File: src/rtl/nes_controller_reader_if.sv
// Pad-side serial pins plus the registered button word and status seen by the CPU.
// master = reader (drives latch/clk/buttons), slave = controller model / consumer side.
interface nes_controller_reader_if;
  logic       nes_data;
  logic       nes_latch;
  logic       nes_clk;
  logic [7:0] buttons;
  logic       frame_valid;
  logic       busy;

  modport master (
    input  nes_data,
    output nes_latch,
    output nes_clk,
    output buttons,
    output frame_valid,
    output busy
  );

  modport slave (
    output nes_data,
    input  nes_latch,
    input  nes_clk,
    input  buttons,
    input  frame_valid,
    input  busy
  );
endinterface

File: src/rtl/nes_controller_reader.sv
// NES pad reader: latch, clock out 8 active-low bits, publish an active-high button word.
// Frame = 16*CLK_DIV+9 cycles every POLL_PERIOD; no backpressure. Option: NES_DEBOUNCE_EN.
module nes_controller_reader #(
  parameter int CLK_DIV     = 300,
  parameter int POLL_PERIOD = 833333
) (
  input logic                    clk,
  input logic                    reset,
  nes_controller_reader_if.master bus
);

  typedef enum logic [2:0] {
    IDLE   = 3'd0,
    LATCH  = 3'd1,
    SAMPLE = 3'd2,
    CLK_HI = 3'd3,
    CLK_LO = 3'd4,
    DONE   = 3'd5
  } state_t;

  localparam int POLL_W = (POLL_PERIOD > 1) ? $clog2(POLL_PERIOD) : 1;
  localparam int DIV_W  = $clog2(2 * CLK_DIV);

  localparam logic [POLL_W-1:0] POLL_LAST  = POLL_W'(POLL_PERIOD - 1);
  localparam logic [DIV_W-1:0]  LATCH_LAST = DIV_W'(2 * CLK_DIV - 1);
  localparam logic [DIV_W-1:0]  HALF_LAST  = DIV_W'(CLK_DIV - 1);

  state_t            state;
  state_t            state_next;
  logic              sync_q1;
  logic              sync_q2;
  logic [POLL_W-1:0] poll_cnt;
  logic              poll_tick;
  logic [DIV_W-1:0]  div_cnt;
  logic              div_last;
  logic [2:0]        bit_idx;
  logic [7:0]        shift;
  logic [7:0]        buttons_q;
  logic [7:0]        buttons_d;
  logic              latch_q;
  logic              latch_d;
  logic              nclk_q;
  logic              nclk_d;
  logic              fv_q;
  logic              fv_d;
  logic              busy_q;
  logic              busy_d;
`ifdef NES_DEBOUNCE_EN
  logic [7:0]        prev_raw;
`endif

  assign poll_tick = (poll_cnt == POLL_LAST);

  always_comb begin
    div_last = 1'b0;
    case (state)
      LATCH:          div_last = (div_cnt == LATCH_LAST);
      CLK_HI, CLK_LO: div_last = (div_cnt == HALF_LAST);
      default:        div_last = 1'b0;
    endcase
  end

  always_ff @(posedge clk) begin
    if (reset) begin
      state <= IDLE;
    end else begin
      state <= state_next;
    end
  end

  always_comb begin
    state_next = state;
    case (state)
      IDLE:    if (poll_tick) state_next = LATCH;
      LATCH:   if (div_last)  state_next = SAMPLE;
      SAMPLE:  state_next = (bit_idx == 3'd7) ? DONE : CLK_HI;
      CLK_HI:  if (div_last)  state_next = CLK_LO;
      CLK_LO:  if (div_last)  state_next = SAMPLE;
      DONE:    state_next = IDLE;
      default: state_next = IDLE;
    endcase
  end

  // Pin outputs are decoded from the next state and registered, so they line up
  // with the state they describe and never glitch at the pads.
  always_comb begin
    latch_d = (state_next == LATCH);
    nclk_d  = (state_next == CLK_HI);
    busy_d  = (state_next != IDLE);
    fv_d    = (state == DONE);
`ifdef NES_DEBOUNCE_EN
    buttons_d = ((state == DONE) && (shift == prev_raw)) ? shift : buttons_q;
`else
    buttons_d = (state == DONE) ? shift : buttons_q;
`endif
  end

  always_ff @(posedge clk) begin
    if (reset) begin
      sync_q1   <= 1'b1;
      sync_q2   <= 1'b1;
      poll_cnt  <= '0;
      div_cnt   <= '0;
      bit_idx   <= 3'd0;
      shift     <= 8'h00;
      buttons_q <= 8'h00;
      latch_q   <= 1'b0;
      nclk_q    <= 1'b0;
      fv_q      <= 1'b0;
      busy_q    <= 1'b0;
    end else begin
      sync_q1   <= bus.nes_data;
      sync_q2   <= sync_q1;
      poll_cnt  <= poll_tick ? '0 : poll_cnt + POLL_W'(1);
      div_cnt   <= (state_next != state) ? '0 : div_cnt + DIV_W'(1);
      buttons_q <= buttons_d;
      latch_q   <= latch_d;
      nclk_q    <= nclk_d;
      fv_q      <= fv_d;
      busy_q    <= busy_d;
      if (state == LATCH) begin
        bit_idx <= 3'd0;
      end else if ((state == CLK_LO) && div_last) begin
        bit_idx <= bit_idx + 3'd1;
      end
      // Pad data is active-low; store pressed as 1.
      if (state == SAMPLE) begin
        shift[bit_idx] <= ~sync_q2;
      end
    end
  end

`ifdef NES_DEBOUNCE_EN
  always_ff @(posedge clk) begin
    if (reset) begin
      prev_raw <= 8'h00;
    end else if (state == DONE) begin
      prev_raw <= shift;
    end
  end
`endif

  assign bus.nes_latch   = latch_q;
  assign bus.nes_clk     = nclk_q;
  assign bus.buttons     = buttons_q;
  assign bus.frame_valid = fv_q;
  assign bus.busy        = busy_q;

endmodule

File: src/flat_wrapper.sv
// flat-port wrapper written by rule: the top's interface ports become plain ports
module nes_controller_reader_flat 
#(
  parameter int CLK_DIV     = 300,
  parameter int POLL_PERIOD = 833333
)
  (clk, reset, bus_nes_data, bus_nes_latch, bus_nes_clk, bus_buttons, bus_frame_valid, bus_busy);
  nes_controller_reader_if bus_i ();
  input logic clk;
  input logic reset;
  input wire logic [$bits(bus_i.nes_data)-1:0] bus_nes_data;
  output wire logic [$bits(bus_i.nes_latch)-1:0] bus_nes_latch;
  output wire logic [$bits(bus_i.nes_clk)-1:0] bus_nes_clk;
  output wire logic [$bits(bus_i.buttons)-1:0] bus_buttons;
  output wire logic [$bits(bus_i.frame_valid)-1:0] bus_frame_valid;
  output wire logic [$bits(bus_i.busy)-1:0] bus_busy;
  assign bus_i.nes_data = bus_nes_data;
  assign bus_nes_latch = bus_i.nes_latch;
  assign bus_nes_clk = bus_i.nes_clk;
  assign bus_buttons = bus_i.buttons;
  assign bus_frame_valid = bus_i.frame_valid;
  assign bus_busy = bus_i.busy;
  nes_controller_reader #(.CLK_DIV(CLK_DIV), .POLL_PERIOD(POLL_PERIOD)) u_core (.clk(clk), .reset(reset), .bus(bus_i));
endmodule
File: config.mk
export PLATFORM = sky130hd
export DESIGN_NAME = nes_controller_reader_flat
export DESIGN_NICKNAME = d
export VERILOG_FILES = /design/src/rtl/nes_controller_reader_if.sv /design/src/rtl/nes_controller_reader.sv /design/src/flat_wrapper.sv
export SDC_FILE = /design/constraint.sdc
export NUM_CORES = 1
export LEC_CHECK = 0
export ABC_AREA = 1
export BUFFER_PORTS_ARGS = -buffer_cell sky130_fd_sc_hd__buf_2
export CAP_MARGIN = 20
export CORE_AREA = 2 2 86 88
export CTS_BUF_LIST = sky130_fd_sc_hd__clkbuf_2 sky130_fd_sc_hd__clkbuf_4 sky130_fd_sc_hd__clkbuf_8
export DETAILED_ROUTE_END_ITERATION = 16
export DIE_AREA = 0 0 88 90
export SETUP_SLACK_MARGIN = 0.2
export SYNTH_ARGS = -nofsm -noshare
export SYNTH_HDL_FRONTEND = slang
export SYNTH_SLANG_ARGS = --single-unit
File: constraint.sdc
create_clock -name clk -period 2.3 [get_ports clk]
set_clock_uncertainty 0.1 [all_clocks]
set_input_delay 0.115 -clock clk [delete_from_list [all_inputs] [get_ports clk]]
set_output_delay 0.115 -clock clk [all_outputs]
set_load 0.01 [all_outputs]
==> metrics.md, run 1 <==
| Metric | Value |
|---|---|
| Hold path depth | `1` |
| Top-count cell post-synth | `inv_1` |
| Fin crit period | `1.885 ns` |
| Sequential share of power | `0.477` |
| Starting Density | `0.3832` |
| P_sw | `0.4918 mW` |
| Critical path class | `reg2reg` |
| CP max-delay cell | `dfxtp_1` |
| Die Area | `7920 µm²` |
| Synthesized instance count | `364` |
| Total power draw | `2.147 mW` |
| DR vias | `2232` |
| Post-synth EDFFs | `0` |
| Crit-path cells | `ha_1, nand2_1, nor2_2, nand4_1, nor2_2, nand4_1, xor2_1, nand2_1, inv_1` |
| Register-to-register path setup slack | `0.41 ns` |
| # hold bufs at CTS | `3` |
| Antenna Nets Post-Route | `0` |
| Warnings, synthesis | `0` |
| Site Rows | `31` |
| GRT overflow | `0` |
| Switch share | `0.2291` |
| Yosys top cell area share | `0.4316` |
| Slew HR | `0.6036` |
| Gr usage total | `0.1465` |
| First-pass GRT wire length | `8.983 mm` |
| H-tree levels | `3` |
| Largest stage delay, worst path | `0.37 ns` |
| Sequential share of the synthesized area | `0.4316` |
| Async SR Flop Fraction | `0` |
| RSZ-0062 raised after global routing | `false` |
| Post-place instance area | `2879 µm²` |
| Number of synthesized register bits | `58` |
| Synthesized area | `2690 µm²` |
| Vias in the first global route | `2013` |
| Max-cap viol count | `0` |
| Post-cts resize count | `0` |
| Clk slew on worst S/H paths | `0.08 ns` |
| FF-to-FF path depth | `9` |
| Dpl cells | `474` |
| Clock Latency Late Sink | `0.36 ns` |
| Tcrit/Tclk final | `0.8197` |
| Hold Path Origin | `u_core.sync_q1` |
| R2r startpoint | `u_core.poll_cnt[0]` |
| Commonest cells in the netlist | `60 x inv_1, 58 x dfxtp_1, 58 x nand2_1` |
| DRT Pass-1 Iters | `4` |
| Largest net degree at the start of global routing | `23` |
| Pwr dens | `684.6 nW/µm²` |
| Initial antenna violation count | `0` |
| I/O Pins | `15` |
| CTS tree | `built` |
| CTS Sinks | `58` |
| Fin nets | `397` |
| Worst Setup End Kind | `register` |
| Layout Cells excl Fill | `493` |
| Avg Cell Area, Syn | `7.390 µm²` |
| Uppermost layer routed | `met4` |
| Initial DRC count | `83` |
| ANT cells | `0` |
| Max Buffers Root-to-Sink | `2` |
| Worst-path fanout max | `4` |
| Most used DFF post-synth | `dfxtp_1` |
| # setup viols final | `0` |
| CP Launch Type | `register` |
| RR Endpoint | `u_core.poll_cnt[16]` |
| Metal2 WL | `2.147 mm` |
| Metal-1 WL | `2.751 mm` |
| Final-report hold violation count | `0` |
| Int Pwr | `1.655 mW` |
| Clock power frac | `0.496` |
| Cell taking the most area after synthesis | `dfxtp_1` |
| Vias per Instance | `4.527` |
| Final wirelength | `5.198 mm` |
| Pins Over Slew Limit | `0` |
| Status | `complete, no violations` |
| CP arrival | `2.04 ns` |
| DIE WIDTH | `88 µm` |
| Mapped Nets | `372` |
| Die Y | `90 µm` |
| Metal3 WL | `176 µm` |
| Total CTS buffers | `9` |
| Worst Tran Pin Value | `0.5930 ns` |
| Synth cell types | `33` |
| Dpl hpwl | `3.736 mm` |
| DRC errors left | `0` |
| Layout cells sized above 1 | `0.1574` |
| Core footprint | `7020 µm²` |
| Routability congestion estimate | `0.8194` |
| Leakage power | `1.326 nW` |
| I/O Buffers | `14` |
| Max IR drop VDD | `0.2993 mV` |
| Largest cells by area after synthesis | `dfxtp_1 43%, inv_1 8.4%, nand2_1 8.1%` |
| Hold Path Sink | `u_core.sync_q2` |
| Fin area | `3136 µm²` |
| Wirelength per Cell | `10.54 µm` |
| CTS Root Cell | `clkbuf_8` |
| Combinational share of power | `0.026` |
| Post-CTS Setup Bufs | `0` |
| FMAX | `530.4 MHz` |
| Setup_tns | `0 ns` |
| Hold Crit Class | `reg2reg` |
| Area grow syn2layout | `16.56%` |
| Required @ worst endpoint | `2.45 ns` |
==> layer usage <==
layer,vias to the layer above,GRT usage
met2,22,0.2014
met5,-,0
met1,998,0.1981
li1,1201,-
met3,11,0.05785
met4,0,0.06923
==> per-stage QoR <==
stage	setup slack, ns	hold slack, ns	util
floorplan	0.6097	0.08407	-
global placement	0.5008	0.1972	0.4101
detailed placement	0.4418	0.2007	0.4101
CTS	0.4333	0.3087	0.4466
global route	0.2591	0.3231	0.4466
finish	0.4148	0.3054	0.4466
==> power groups by stage <==
stage	sequential (mW)	clock [mW]	combinational [mW]
3_5_place_dp	1.05	0	0.0540
2_1_floorplan	1.04	0	0.0407
3_3_place_gp	1.05	0	0.0534
6_report	1.02	1.07	0.0567
4_1_cts	1.02	1.09	0.0582
5_1_grt	1.03	1.15	0.0656
==> kinds of logic (layout without fill, tap and decap cells) <==
logic type,count (synthesis),in the layout,synth area share
AO/OA/AOI/OAI,52,52,0.1047
XOR/XNOR,13,13,0.04233
adder cells (fa/ha/maj),5,5,0.02326
buffers and inverters,66,96,0.09255
flip-flops,58,58,0.4316
AND/OR/NAND/NOR,170,170,0.3056
==> flip-flops by register name, indices dropped and copies added, names as in the netlist <==
register	count
u_core.bus.busy	1
u_core.shift	8
u_core.state	3
u_core.bus.nes_latch	1
u_core.bit_idx	3
u_core.sync_q1	1
u_core.bus.frame_valid	1
u_core.sync_q2	1
u_core.poll_cnt	20
u_core.div_cnt	10
u_core.bus.buttons	8
u_core.bus.nes_clk	1
==> placed cells by master, fill, tap and decap left out, types with 7 or more instances in the layout <==
cell type and n:
clkbuf_8 9, nand4_1 7, nor2_1 45, nor2_2 12, buf_2 14, xor2_1 9, a21oi_1 26, inv_1 60
dfxtp_1 58, o21ai_0 18, nor3_1 8, nand2_1 58, nand3_1 20
==> worst max path at each step <==
| stage | start | endpoint | slack (ns) | cells past startpoint |
|---|---|---|---|---|
| after floorplan | u_core.div_cnt[0] | u_core.div_cnt[5] | 0.61 | 8 |
| after CTS | u_core.div_cnt[0] | u_core.div_cnt[3] | 0.43 | 8 |
| after detailed placement | u_core.div_cnt[0] | u_core.div_cnt[3] | 0.44 | 8 |
| after global placement | u_core.div_cnt[0] | u_core.div_cnt[0] | 0.50 | 8 |
| final | u_core.poll_cnt[0] | u_core.poll_cnt[16] | 0.41 | 9 |
| after global routing | u_core.poll_cnt[0] | u_core.poll_cnt[16] | 0.26 | 9 |
==> critical path, delay by kind of cell (launching register included) <==
family,cells,cell delay (ns)
DFF,1,0.37
adders and majority gates,1,0.22
xor gates and xnor gates,1,0.16
buffers and inverters,1,0.04
and+or+nand+nor,6,0.90
==> final cells by class <==
cell class              count  area [µm²]
clock buffers               9       123.9
flip-flops and latches     58        1161
repair buffers             19       115.1
multi-input cells         240        1280
fillers                   694        3885
well taps                  99       123.9
clock inverters             7       102.6
inverters                  61       229.0
No activity file was read; power rests on OpenSTA's default activity.
==> inputs of run 2 (changes only) <==
--- a/config.mk
+++ b/config.mk
@@ -5,13 +5,13 @@
 export SDC_FILE = /design/constraint.sdc
 export NUM_CORES = 1
 export LEC_CHECK = 0
-export ABC_AREA = 1
+export ABC_AREA = 0
 export BUFFER_PORTS_ARGS = -buffer_cell sky130_fd_sc_hd__buf_2
 export CAP_MARGIN = 20
-export CORE_AREA = 2 2 86 88
+export CORE_AREA = 2 2 83 85
 export CTS_BUF_LIST = sky130_fd_sc_hd__clkbuf_2 sky130_fd_sc_hd__clkbuf_4 sky130_fd_sc_hd__clkbuf_8
 export DETAILED_ROUTE_END_ITERATION = 16
-export DIE_AREA = 0 0 88 90
+export DIE_AREA = 0 0 85 87
 export SETUP_SLACK_MARGIN = 0.2
 export SYNTH_ARGS = -nofsm -noshare
 export SYNTH_HDL_FRONTEND = slang
==> constraint.sdc (replaced) <==
create_clock -name clk -period 1.6 [get_ports clk]
set_clock_uncertainty 0.1 [all_clocks]
set_input_delay 0.08 -clock clk [delete_from_list [all_inputs] [get_ports clk]]
set_output_delay 0.08 -clock clk [all_outputs]
set_load 0.01 [all_outputs]
==> run 2 against run 1 <==
- the run now ends with negative setup slack left
- register-to-register slack got worse by 0.48 ns
- area after synthesis fell by 6.6%
- core utilization rose by 8.8 points
- cell count fell by 13%
- combinational power rose by 98%
- synthesized cell count fell by 25%
- sequential cell count did not move
- fmax rose by 13%
- worst hold slack improved by 0.0068 ns
- global-route usage rose by 0.56 points
- largest power group unchanged
==> metrics.md, run 2 <==
| Metric | Value |
|---|---|
| Status | `finished, violations left` |
| Failing checks | `negative setup slack` |
| # setup viols final | `14 (+14)` |
| Initial DRC count | `52 (-37%)` |
| H-tree levels | `3 (unchanged)` |
| Critical path class | `reg2reg` |
| # fillers | `587 (-15%)` |
| Antenna Nets Post-Route | `0 (unchanged)` |
| Total power draw | `3.116 mW (+45%)` |
| Hold Path Sink | `u_core.sync_q2` |
| Tcrit/Tclk final | `1.042 (+0.2220)` |
| Hold Crit Class | `reg2reg` |
| Commonest non-fill, non-tap cell in the layout | `dfxtp_1` |
| Largest registers | `u_core.poll_cnt: 20 flops, u_core.div_cnt: 10 flops` |
| CTS tree | `built` |
| RR Endpoint | `u_core.div_cnt[1]` |
| Setup_tns | `-0.6910 ns (-0.6910 ns)` |
| Fin nets | `353 (-11%)` |
| FMAX | `600.0 MHz (+13%)` |
| Yosys top cell area share | `0.4622 (+0.03052)` |
| Largest cells by area after synthesis | `dfxtp_1 46%, nor2_1 7.5%, xor2_1 5.9%` |
| Area grow syn2layout | `39.69%` |
| Gr usage total | `0.1520 (+0.005558)` |
| DRT Pass-1 Iters | `4 (unchanged)` |
| Post-place instance area | `3058 µm² (+6.2%)` |
| Max-cap viol count | `0 (unchanged)` |
| Max FFs per register | `20 (unchanged)` |
| Starting Density | `0.3825 (-0.0006997)` |
| Site Rows | `30 (-3.2%)` |
| Layout Cells excl Fill | `430 (-13%)` |
| Hold Path Origin | `u_core.sync_q1` |
| Footprint of the multi-input gates | `1439 µm² (+12%)` |
| Max Buffers Root-to-Sink | `2 (unchanged)` |
| Mapped Nets | `280 (-25%)` |
| R2r startpoint | `u_core.div_cnt[8]` |
| CTS Root Cell | `clkbuf_8` |
| Total CTS buffers | `9 (unchanged)` |
| Commonest cells in the netlist | `58 x dfxtp_1, 50 x nor2_1, 17 x xor2_1` |
| I/O Buffers | `14 (unchanged)` |
| Vias per Instance | `4.812 (+6.3%)` |
| Fin crit period | `1.667 ns (-0.2186 ns)` |
| Die Area | `7395 µm² (-6.6%)` |
| Final WS setup | `-0.06665 ns (-0.4814 ns)` |
| Die Y | `87 µm (-3.3%)` |
| Register-to-register path setup slack | `-0.07 ns (-0.48 ns)` |
| Clk slew on worst S/H paths | `0.08 ns (about the same)` |
| Final wirelength | `5.243 mm (+0.87%)` |
| GRT overflow | `0 (unchanged)` |
| Routability congestion estimate | `0.8039 (-1.9%)` |
| Layout cells sized above 1 | `0.3800 (+0.2226)` |
| Required @ worst endpoint | `1.73 ns (-0.72 ns)` |
| Post-synth EDFFs | `0 (unchanged)` |
| Biggest register | `u_core.poll_cnt` |
| Final-report hold violation count | `0 (unchanged)` |
| Worst Setup End Kind | `register` |
| DIE WIDTH | `85 µm (-3.4%)` |
| Number of synthesized register bits | `58 (unchanged)` |
| Largest net degree at the start of global routing | `22 (-4.3%)` |
| Avg Cell Area, Syn | `9.237 µm² (+25%)` |
| Top-count cell post-synth | `dfxtp_1` |
| CTS Sinks | `58 (unchanged)` |
| I/O Pins | `15 (unchanged)` |
| Min Hold Slack | `0.3122 ns (+0.006823 ns)` |
| Fin util | `0.5343 (+0.08766)` |
| Clock Latency Late Sink | `0.35 ns (about the same)` |
| Warnings, synthesis | `0 (unchanged)` |
| Async SR Flop Fraction | `0 (unchanged)` |
| Cell taking the most area after synthesis | `dfxtp_1` |
| Dpl hpwl | `3.558 mm (-4.7%)` |
| First-pass GRT wire length | `8.721 mm (-2.9%)` |
| Dpl cells | `404 (-15%)` |
| Sequential share of the synthesized area | `0.4622 (+0.03052)` |
| Register Area | `1176 µm² (+1.3%)` |
| DRC errors left | `0 (unchanged)` |
| Synth cell types | `49 (+48%)` |
| Pwr dens | `887.8 nW/µm² (+30%)` |
| Pins Over Slew Limit | `0 (unchanged)` |
| FF-to-FF path depth | `6 (-3)` |
| Core footprint | `6569 µm² (-6.4%)` |
| Synthesized area | `2512 µm² (-6.6%)` |
| Fin area | `3510 µm² (+12%)` |
| Max IR drop VDD | `0.6053 mV (+100%)` |
| Wirelength per Cell | `12.19 µm (+16%)` |
| Vias in the first global route | `1968 (-2.2%)` |
| ANT cells | `0 (unchanged)` |
| RSZ-0062 raised after global routing | `true` |
| CP Launch Type | `register` |
| CP arrival | `1.80 ns (-0.24 ns)` |
| Dpl ws | `-0.05567 ns (-0.4974 ns)` |
| Synthesized instance count | `272 (-25%)` |
| Worst Tran Pin Value | `0.4076 ns (-0.1853 ns)` |
| Worst-path fanout max | `10 (+6)` |
| Leakage power | `1.455 nW (+9.7%)` |
| DR vias | `2069 (-7.3%)` |
| Slew HR | `0.7279 (+0.1243)` |
| Initial antenna violation count | `0 (unchanged)` |
| Most used DFF post-synth | `dfxtp_1` |
| Commonest cells after routing, fill and taps aside | `50 x dfxtp_1, 48 x buf_4, 46 x nor2_1` |
| Hold path depth | `1 (unchanged)` |
## run 2: cell types whose count changed after synthesis, moves of 5 or more
cell and delta:
a21oi_1 -17, nor2_2 -12, o21ai_0 -16, inv_1 -55, nand3_1 -8, mux2i_1 +10, nand2_1 -44, xor2_1 +8
nor2_1 +5, and3_1 +9
## run 2: area by class of cell
cell class | instances | share of cell area
Clock buffer | 9 | 0.03529
Clock inverter | 7 | 0.02923
Inverter | 5 | 0.005348
Multi-Input combinational cell | 199 | 0.4100
Sequential cell | 58 | 0.3351
Tap cell | 80 | 0.02852
Timing Repair Buffer | 72 | 0.1565
## run 2: critical path, cell delays in order (launching register included)
cell and delay [ns]:
dfxtp_2 0.32, or2b_4 0.27, nor4_4 0.36, or3_1 0.16, o211a_1 0.18, buf_12 0.13
nor2b_1 0.05
## run 2: repair_timing
action,in CTS,in global routing
pin swaps,7,12
gates resized for setup,12,26
endpoints found under the setup margin,44,50
buffers inserted,2,5
hold buffers,2,0
hold endpoints to repair,3,0
cloned,1,0
## run 2: power by group
part	internal, mW	total (mW)	switching [mW]
sequential	1.46	1.47	0.0117
combinational	0.0569	0.112	0.0556
clock	0.889	1.54	0.647
total	2.40	3.12	0.714
## run 2: cell families (layout without fill, tap and decap cells)
| family | count (synthesis) | after routing | synth area share |
|---|---|---|---|
| DFF | 58 | 58 | 0.4621 |
| AOI/OAI and AO/OA | 30 | 30 | 0.08317 |
| xor gates and xnor gates | 25 | 25 | 0.08715 |
| buffers and inverters | 15 | 93 | 0.02639 |
| adders and majority gates | 5 | 5 | 0.02490 |
| and+or+nand+nor | 129 | 129 | 0.2764 |
| muxes | 10 | 10 | 0.03984 |
## run 2: worst max-delay path by stage
stage	start	to	slack [ns]	cells after the start
floorplan	u_core.div_cnt[8]	u_core.bus.nes_latch	-0.06	5
CTS	u_core.div_cnt[8]	u_core.div_cnt[1]	-0.07	6
finish	u_core.div_cnt[8]	u_core.div_cnt[1]	-0.07	6
global route	u_core.div_cnt[8]	u_core.div_cnt[6]	-0.13	6
global placement	u_core.div_cnt[8]	u_core.bus.nes_latch	-0.03	5
detailed placement	u_core.div_cnt[8]	u_core.bus.nes_latch	-0.06	5
## run 2: metal layers
layer | wire length [µm] | part of all wire | global-route usage
met1 | 2394 | 0.46 | 0.1757
met2 | 2541 | 0.48 | 0.2521
met3 | 147 | 0.028 | 0.03981
met4 | 159 | 0.030 | 0.09235
met5 | 0 | 0 | 0
